File: src/rtl/apb_pkg.sv
// Shared APB definitions: state encodings, default widths and the
// address field layout used by both the master and its completers.
package apb_pkg;

    localparam int DEF_DATA_WIDTH = 32;
    localparam int DEF_ADDR_WIDTH = 32;
    localparam int DEF_SLAVE_NUM  = 2;
    localparam int DEF_REG_NUM    = 8;
    localparam int CNT_W          = 4;

    typedef enum logic [1:0] {
        M_IDLE   = 2'd0,
        M_SETUP  = 2'd1,
        M_ACCESS = 2'd2
    } mst_state_e;

    typedef enum logic [1:0] {
        S_IDLE  = 2'd0,
        S_WAIT  = 2'd1,
        S_READY = 2'd2
    } slv_state_e;

    function automatic int data_byte_num(input int dw);
        return dw / 8;
    endfunction

    // Slave-select lives in the top SLAVE_NUM bits; the rest is byte offset.
    function automatic int offset_msb(input int aw, input int sn);
        return aw - sn - 1;
    endfunction

    function automatic int sel_lsb(input int aw, input int sn);
        return aw - sn;
    endfunction

endpackage

File: src/rtl/apb_strb_reg.sv
// One DATA_WIDTH register with an independent write enable per byte
// lane and asynchronous active-low reset.
module apb_strb_reg
    import apb_pkg::*;
#(
    parameter int DATA_WIDTH = DEF_DATA_WIDTH
) (
    input  logic                          clk,
    input  logic                          rst_n,
    input  logic                          we,
    input  logic [DATA_WIDTH/8-1:0]       strb,
    input  logic [DATA_WIDTH-1:0]         wdata,
    output logic [DATA_WIDTH-1:0]         q
);

    localparam int BYTE_NUM = data_byte_num(DATA_WIDTH);

    logic [DATA_WIDTH-1:0] q_q;
    logic [DATA_WIDTH-1:0] q_d;

    always_comb begin
        q_d = q_q;
        if (we) begin
            for (int k = 0; k < BYTE_NUM; k++) begin
                if (strb[k]) begin
                    q_d[k*8 +: 8] = wdata[k*8 +: 8];
                end
            end
        end
    end

    always_ff @(posedge clk or negedge rst_n) begin
        if (!rst_n) begin
            q_q <= '0;
        end else begin
            q_q <= q_d;
        end
    end

    assign q = q_q;

endmodule

File: src/rtl/apb_slave_regfile.sv
// APB completer holding REG_NUM byte-strobed registers, with a fixed
// number of wait states and PSLVERR on unaligned or out-of-range access.
module apb_slave_regfile
    import apb_pkg::*;
#(
    parameter int DATA_WIDTH  = DEF_DATA_WIDTH,
    parameter int ADDR_WIDTH  = DEF_ADDR_WIDTH,
    parameter int SLAVE_NUM   = DEF_SLAVE_NUM,
    parameter int REG_NUM     = DEF_REG_NUM,
    parameter int WAIT_STATES = 0
) (
    input  logic                          PCLK,
    input  logic                          PRESET_n,
    input  logic                          PSEL,
    input  logic                          PENABLE,
    input  logic                          PWRITE,
    input  logic [ADDR_WIDTH-1:0]         PADDR,
    input  logic [DATA_WIDTH-1:0]         PWDATA,
    input  logic [DATA_WIDTH/8-1:0]       PSTRB,
    output logic                          PREADY,
    output logic [DATA_WIDTH-1:0]         PRDATA,
    output logic                          PSLVERR,
    output logic [REG_NUM*DATA_WIDTH-1:0] reg_out
);

    localparam int BYTE_NUM = data_byte_num(DATA_WIDTH);
    localparam int OFF_MSB  = offset_msb(ADDR_WIDTH, SLAVE_NUM);
    localparam int SEL_LSB  = sel_lsb(ADDR_WIDTH, SLAVE_NUM);
    localparam int OFF_W    = OFF_MSB + 1;
    localparam int SHIFT    = $clog2(BYTE_NUM);
    localparam int IDX_W    = (REG_NUM > 1) ? $clog2(REG_NUM) : 1;

    slv_state_e            state_q, state_d;
    logic [CNT_W-1:0]      cnt_q, cnt_d;
    logic [IDX_W-1:0]      idx_q, idx_d;
    logic                  err_q, err_d;
    logic                  wr_q, wr_d;
    logic                  pready_q, pready_d;
    logic                  pslverr_q, pslverr_d;
    logic [DATA_WIDTH-1:0] prdata_q, prdata_d;

    logic [OFF_W-1:0]      offset;
    logic [OFF_W-1:0]      word_idx;
    logic                  addr_err;
    logic                  setup;
    logic                  commit;
    logic                  unused_sel;
    logic [DATA_WIDTH-1:0] regs [REG_NUM];

    assign offset     = PADDR[OFF_MSB:0];
    assign word_idx   = offset >> SHIFT;
    assign addr_err   = ((offset & OFF_W'(BYTE_NUM - 1)) != '0)
                      || (word_idx >= OFF_W'(REG_NUM));
    assign setup      = PSEL && !PENABLE;
    assign unused_sel = ^PADDR[ADDR_WIDTH-1:SEL_LSB];

    always_ff @(posedge PCLK or negedge PRESET_n) begin
        if (!PRESET_n) begin
            state_q <= S_IDLE;
        end else begin
            state_q <= state_d;
        end
    end

    always_comb begin
        state_d = state_q;
        cnt_d   = cnt_q;
        idx_d   = idx_q;
        err_d   = err_q;
        wr_d    = wr_q;
        unique case (state_q)
            S_IDLE: begin
                if (setup) begin
                    idx_d   = word_idx[IDX_W-1:0];
                    err_d   = addr_err;
                    wr_d    = PWRITE;
                    cnt_d   = CNT_W'(WAIT_STATES);
                    state_d = (WAIT_STATES == 0) ? S_READY : S_WAIT;
                end
            end
            S_WAIT: begin
                cnt_d = cnt_q - 1'b1;
                // A dropped select abandons the transfer silently.
                if (!PSEL) begin
                    state_d = S_IDLE;
                    cnt_d   = '0;
                end else if (cnt_q == CNT_W'(1)) begin
                    state_d = S_READY;
                end
            end
            S_READY: begin
                state_d = S_IDLE;
            end
            default: begin
                state_d = S_IDLE;
            end
        endcase
    end

    always_comb begin
        pready_d  = 1'b0;
        pslverr_d = 1'b0;
        prdata_d  = '0;
        if (state_q != S_READY && state_d == S_READY) begin
            pready_d  = 1'b1;
            pslverr_d = err_d;
            if (!err_d && !wr_d) begin
                prdata_d = regs[idx_d];
            end
        end
    end

    assign commit = (state_q == S_READY) && PSEL && PENABLE
                 && PWRITE && wr_q && !err_q;

    always_ff @(posedge PCLK or negedge PRESET_n) begin
        if (!PRESET_n) begin
            cnt_q     <= '0;
            idx_q     <= '0;
            err_q     <= 1'b0;
            wr_q      <= 1'b0;
            pready_q  <= 1'b0;
            pslverr_q <= 1'b0;
            prdata_q  <= '0;
        end else begin
            cnt_q     <= cnt_d;
            idx_q     <= idx_d;
            err_q     <= err_d;
            wr_q      <= wr_d;
            pready_q  <= pready_d;
            pslverr_q <= pslverr_d;
            prdata_q  <= prdata_d;
        end
    end

    assign PREADY  = pready_q;
    assign PSLVERR = pslverr_q;
    assign PRDATA  = prdata_q;

    for (genvar i = 0; i < REG_NUM; i++) begin : g_reg
        logic we;
        assign we = commit && (idx_q == IDX_W'(i));

        apb_strb_reg #(
            .DATA_WIDTH(DATA_WIDTH)
        ) u_reg (
            .clk   (PCLK),
            .rst_n (PRESET_n),
            .we    (we),
            .strb  (PSTRB),
            .wdata (PWDATA),
            .q     (regs[i])
        );

        assign reg_out[i*DATA_WIDTH +: DATA_WIDTH] = regs[i];
    end

endmodule

File: config.mk
export PLATFORM = sky130hd
export DESIGN_NAME = apb_slave_regfile
export DESIGN_NICKNAME = d
export VERILOG_FILES = /design/src/rtl/apb_pkg.sv /design/src/rtl/apb_strb_reg.sv /design/src/rtl/apb_slave_regfile.sv
export SDC_FILE = /design/constraint.sdc
export NUM_CORES = 1
export LEC_CHECK = 0
export BUFFER_PORTS_ARGS = -buffer_cell sky130_fd_sc_hd__buf_2
export CAP_MARGIN = 5
export CORE_MARGIN = 3
export CORE_UTILIZATION = 48
export CTS_CLUSTER_SIZE = 20
export DETAILED_ROUTE_END_ITERATION = 8
export PLACE_DENSITY = 0.77
export SYNTH_ARGS = -nofsm -noshare
export SYNTH_HDL_FRONTEND = slang
export SYNTH_SLANG_ARGS = --single-unit
File: constraint.sdc
create_clock -name PCLK -period 2.13 [get_ports PCLK]
set_input_delay 0.213 -clock PCLK [delete_from_list [all_inputs] [get_ports PCLK]]
set_output_delay 0.213 -clock PCLK [all_outputs]
set_load 0.005 [all_outputs]
Yosys cells after proc, flatten, opt, wreduce, memory -nomap -nowiden
Cells that the tools add are included.
{ "totals": {"romBits": 0, "n_memories": 0, "reg_bits": 301, "latch_bits": 0, "out_inout_bits": 290, "ramBits": 0, "in_bits": 73} }
{ "op_classes": {"muxes": 20, "n_lt_le_gt_ge": 2, "shift": 0, "n_div": 0, "addsub": 1, "n_reduce_logical": 58, "bitwise": 1, "n_mul": 0, "eq_ne": 13} }
{ "op_table": {"columns": ["cell", "count"], "rows": [
  ["$mux 32", 4],
  ["$bmux 32 s3", 1],
  ["$reduce_and 2->1", 33],
  ["$reduce_bool 30->1", 1],
  ["$ge 28x4->1 const B", 1],
  ["$logic_and 1x1->1", 16],
  ["$eq 3x3->1 const B", 4],
  ["$mux 4", 2],
  ["$pmux 4 s2", 1],
  ["$eq 3x2->1 const B", 2],
  ["$mux 1", 6],
  ["$mux 2", 3],
  ["$mux 3", 2],
  ["$eq 2x2->1 const B", 2],
  ["$eq 4x1->1 const B", 1],
  ["$ge 4x4->1 const B", 1],
  ["$logic_not 1->1", 4],
  ["$ne 2x2->1 const B", 2],
  ["$not 3->4", 1],
  ["$pmux 2 s2", 1],
  ["$sub 4x1->4 const B", 1],
  ["$eq 3x1->1 const B", 1],
  ["$logic_not 3->1", 1],
  ["$eq 2x1->1 const B", 1],
  ["other kinds (3)", 3]
]} }

Longest topological paths before layout
{ "depth": {"word_depth": 10, "ltp_mapped": 9, "ltp_nobuf": 6} }

Cells and area by module
From an unflattened synthesis, not the netlist that was laid out.
{ "unflattened": {"cells_unflattened": 991, "area_unflattened_um2": 13170.1} }
{ "modules_own_cells": {"columns": ["module", "area_per_inst_um2", "cells_each", "instances"], "rows": [
  ["apb_strb_reg", 1186.1, 68, 8],
  ["apb_slave_regfile", 3681.0, 447, 1]
]} }

Least setup slack after synthesis
No wires, ideal clock.
{ "synth_timing": {"path_kind": "reg-to-reg", "startpoint": "register state_q[1]", "endpoint": "register prdata_q[12], in the netlist PRDATA[12]", "t_required_ns": 2.050, "setup_time_ns": 0.080, "stages_incl_launch_ff": 10, "arrival_time_ns": 2.272, "synth_period_minus_slack_ns": 2.352, "slack_ns": -0.222, "cell_sequence": "dfrtp_1 > or4b_1 > buf_4 > mux2i_4 > inv_2 > buf_2 > clkbuf_1 > nand2_1 > a32o_1 > nor3_2"} }
{ "synth_between": {"elab_chain_len": 8, "word_cells_on_any_way": 21, "cone_classes": "eq/ne (3); mux (12); bitwise (1); reduce/logical (5)"} }
{ "synth_rtl": {"columns": ["item", "line", "source"], "rows": [
  ["start: declaration", "apb_slave_regfile.sv:33", "slv_state_e state_q, state_d;"],
  ["start signal: assignment", "apb_slave_regfile.sv:61", "state_q <= state_d;"],
  ["$logic_not 2->1", "apb_slave_regfile.sv:71", "unique case (state_q)"],
  ["$mux 3", "apb_slave_regfile.sv:71", null],
  ["$not 3->4 (not written as such)", "apb_slave_regfile.sv:108", "prdata_d = regs[idx_d];"],
  ["$bmux 32 s3", "apb_slave_regfile.sv:108", null],
  ["$mux 32 (not written as such) (2 in a row)", "apb_slave_regfile.sv:108", null],
  ["$mux 32", "apb_slave_regfile.sv:107", "if (!err_d && !wr_d) begin"],
  ["$mux 32 *", "apb_slave_regfile.sv:104", "if (state_q != S_READY && state_d == S_READY) begin"],
  ["net prdata_d[12]", "apb_slave_regfile.sv:40", "logic [DATA_WIDTH-1:0] prdata_q, prdata_d;"],
  ["end signal: assignment", "apb_slave_regfile.sv:132", "prdata_q <= prdata_d;"],
  ["end: declaration", "apb_slave_regfile.sv:40", null]
]} }
The timed path passes the listed nets; every way through them passes the cells marked *. The select of a mux whose other input is x is not followed.
A chain may end at the register's enable or synchronous reset.

Worst setup path after layout
{ "layout_timing": {"startpoint": "register state_q[0]", "endpoint": "register prdata_q[3], in the netlist PRDATA[3]"} }
The elaborated chain is that of the path after synthesis.

==> results by group <==
Worst setup path
  – CP Capture Type: flop
  – Crit path launch type: flop
  – Worst EP arrival: 2.71 ns
  – Critical Path Max Stage Delay: between 0.5 and 0.6 ns
  – Worst-path maximum fanout: 8
  – CP required: 2.54 ns
  – Worst Reg-to-Reg Cells: 9
  – Cell family with most CP delay: simple AND/OR/NAND/NOR gates
  – Worst r2r src: state_q[0]
  – Kind of critical path: reg -> reg
  – Critical-path top delay cell: or4b_4
  – Crit path cell chain: or4b_4, mux2i_4, buf_6, inv_12, buf_12, buf_16, mux2i_1, a32o_2, nor3_2
  – Crit path buf inv count: 4
  – Flop2flop setup slack: -0.17 ns
  – Worst R2R End: PRDATA[3]

STA
  – Skew final: roughly 0.008 ns
  – Fin Hold WS: 0.0356 ns
  – Setup TNS Final: -3.04 ns
  – Final setup fails: between 50 and 60
  – RSZ-0062 raised after global routing: yes
  – Tmin final: between 2 and 2.5 ns
  – Slew Viols, Final: 0
  – Crit share post-route: 1.08
  – PnR worst setup slack: -0.171 ns
  – Worst-Margin Slew: 0.551 ns
  – Endpoints failing hold: 0
  – Max frequency: about 430 MHz
  – Slew headroom: 0.632

Power
  – Pwr Density: ~740 nW/um^2
  – Worst vdd ir: 0.000660 V
  – Leak: roughly 9.6 nW
  – Final Power: ~13 mW

Clock network
  – Root Driver: clkbuf_16
  – H-Tree Depth: 2
  – CTS Sinks: about 300
  – Clock Path Buffers: 3
  – Clock Latency Late Sink: 0.50 ns
  – Reg clk slew, reported paths: around 0.06 ns
  – Total CTS buffers: 34
  – TritonCTS clock tree: yes

Yosys
  – Asr flop ratio synth: 1.00
  – Cell variety after synth: 38
  – Synthesized area: around 13000 um^2
  – Mapped Nets: around 1100
  – Synth Flop Type: dfrtp_1
  – Sequential area share after synthesis: 0.568
  – Post-synth EDFFs: 0
  – Synth Register Bits: ~300
  – Syn Area/Cell: roughly 13 um^2
  – Yosys warning total: 0
  – Post-synthesis cell count: slightly below 1000

Layout
  – Register cell area after layout: between 7000 and 8000 um^2
  – Final nets: 1517
  – Share of cells above drive strength 1: 0.543
  – Area delta synth->final: 34.1%
  – Area of the multi-input gates: around 5700 um^2
  – Most frequent cells in the layout: buf_2 (359), dfrtp_1 (301), mux2_2 (219), nand2_1 (170), mux2i_1 (58)
  – Commonest non-fill, non-tap cell in the layout: buf_2
  – Fillers: about 2000
  – Finished Core Util: 0.659

Floorplanning
  – Core Rows: 60
  – Area of the core: about 27000 um^2
  – Die H: 172 um
  – Die area: 29700 um^2
  – Num ports: around 360
  – Initial core utilization: 0.491
  – Width of the die: 172 um

Hold path
  – Hold Path Stages: 2
  – Hold endpoint: g_reg[2].u_reg.q[31]
  – Worst min-delay path startpoint: PWDATA[31]
  – Hold Path Class: in -> reg

Status
  – Failing checks: setup timing
  – Status: finished, violations left

Drt
  – Total number of vias: about 10000
  – Initial DRC count: between 700 and 800
  – DR vias/cell: between 5 and 6
  – Drt total wl: 43100 um
  – ANT nets after route: 0
  – Pre-antenna DRT Iters: 5
  – DRC Markers: 0
  – Per-cell routed wire length: 23.9 um

GRT
  – Initial antenna violation count: 2
  – Congestion Overflow GR: 0
  – Largest net degree at the start of global routing: 66
  – All-Layer GR Usage: 0.279
  – First-pass GRT wire length: 62800 um
  – Number of global-route vias before repair: approximately 11000

Run
  – Max Cap Viol: 0

Placement
  – GPL Wtd Cong: 0.852
  – Dpl hpwl: approximately 29000 um
  – Port Buffers: 360
routing by layer:
| metal | GRT usage | up-vias | wire length (um) |
|---|---|---|---|
| li1 | - | 4512 | - |
| met1 | 0.366 | 5315 | 17500 |
| met2 | 0.457 | 543 | 20700 |
| met3 | 0.0711 | 95 | 3600 |
| met4 | 0.0948 | 2 | 1370 |
| met5 | 0 | - | 20 |
stage by stage:
| step | worst slack [ns] | std cells | cell area, um^2 |
|---|---|---|---|
| global placement | -0.149 | 1724 | 16200 |
| detailed placement | -0.192 | 1724 | 16200 |
| finish | -0.171 | 1806 | 17800 |
| CTS | -0.0827 | 1797 | 17600 |
| floorplan | -0.000835 | 993 | 13400 |
| global route | -0.215 | 1806 | 17800 |
what timing repair did:
| action | in CTS | in global routing |
|---|---|---|
| hold endpoints to repair | 55 | 0 |
| pin swaps | 3 | 6 |
| buffers inserted | 7 | 6 |
| hold buffers | 4 | 0 |
| endpoints found under the setup margin | 32 | 288 |
| gates cloned | 4 | 4 |
| gates resized for setup | 21 | 36 |
worst max path at each step:
| stage | startpoint | slack [ns] | endpoint | cells after the start |
|---|---|---|---|---|
| after floorplan | state_q[0] | -0.0008 | PRDATA[12] | 9 |
| after global placement | state_q[0] | -0.15 | PRDATA[31] | 6 |
| after detailed placement | state_q[0] | -0.19 | PRDATA[22] | 6 |
| after CTS | state_q[0] | -0.08 | PRDATA[20] | 8 |
| after global routing | state_q[0] | -0.21 | PRDATA[3] | 9 |
| final | state_q[0] | -0.17 | PRDATA[3] | 9 |
state kept, by name (all words and copies together), names as in the netlist:
signal,count
PRDATA,32
PSLVERR,1
g.u_reg.q,256
err_q,1
cnt_q,4
wr_q,1
state_q,2
idx_q,3
PREADY,1
worst register-to-register path, cell delays in order, from the launching register on:
cell and delay, ns:
dfrtp_1 0.40, or4b_4 0.57, mux2i_4 0.20, buf_6 0.17, inv_12 0.06, buf_12 0.13, buf_16 0.14, mux2i_1 0.12
a32o_2 0.22, nor3_2 0.19
cell type report:
class                   instances  area share
flip-flops and latches        301       0.423
multi-input cells             645       0.319
repair buffers                455       0.170
clock buffers                  48      0.0577
well taps                     341      0.0240
clock inverters                10     0.00464
inverters                       4     0.00155
repair inverters                1    0.000492
diodes                          1    0.000141
power by group:
group | internal [mW] | switching (mW)
combinational | 0.741 | 0.973
clock | 3.48 | 2.29
sequential | 5.74 | 0.0237
logic make-up (layout without fill, tap and decap cells):
| logic type | Yosys count | in the layout | share of synthesized area |
|---|---|---|---|
| buf+inv | 47 | 518 | 0.0171 |
| other cells | 0 | 1 | 0 |
| flops | 301 | 301 | 0.568 |
| xor+xnor | 1 | 1 | 0.000660 |
| mux | 322 | 322 | 0.268 |
| compound gates | 78 | 78 | 0.0548 |
| simple gates | 242 | 242 | 0.0899 |
| fa+ha+maj | 2 | 2 | 0.00189 |
cells in the mapped netlist, types with 2 or more instances:
library cell	instances	area [um^2]
nor4_1	6	37.5
o21ai_0	4	20.0
buf_4	11	82.6
mux2_1	36	405
buf_2	7	35.0
nand3_1	2	10.0
a32o_1	65	651
nand2_1	173	649
nor3_2	30	300
clkbuf_1	25	93.8
nand3b_1	4	30.0
o21ai_1	3	15.0
dfrtp_1	301	7530
ha_1	2	25.0
nor2_1	8	30.0
mux2_2	220	2480
nor3_1	6	30.0
nand2b_1	4	25.0
mux2i_1	65	651
inv_1	3	11.3
(Power assumes the default switching activity.)
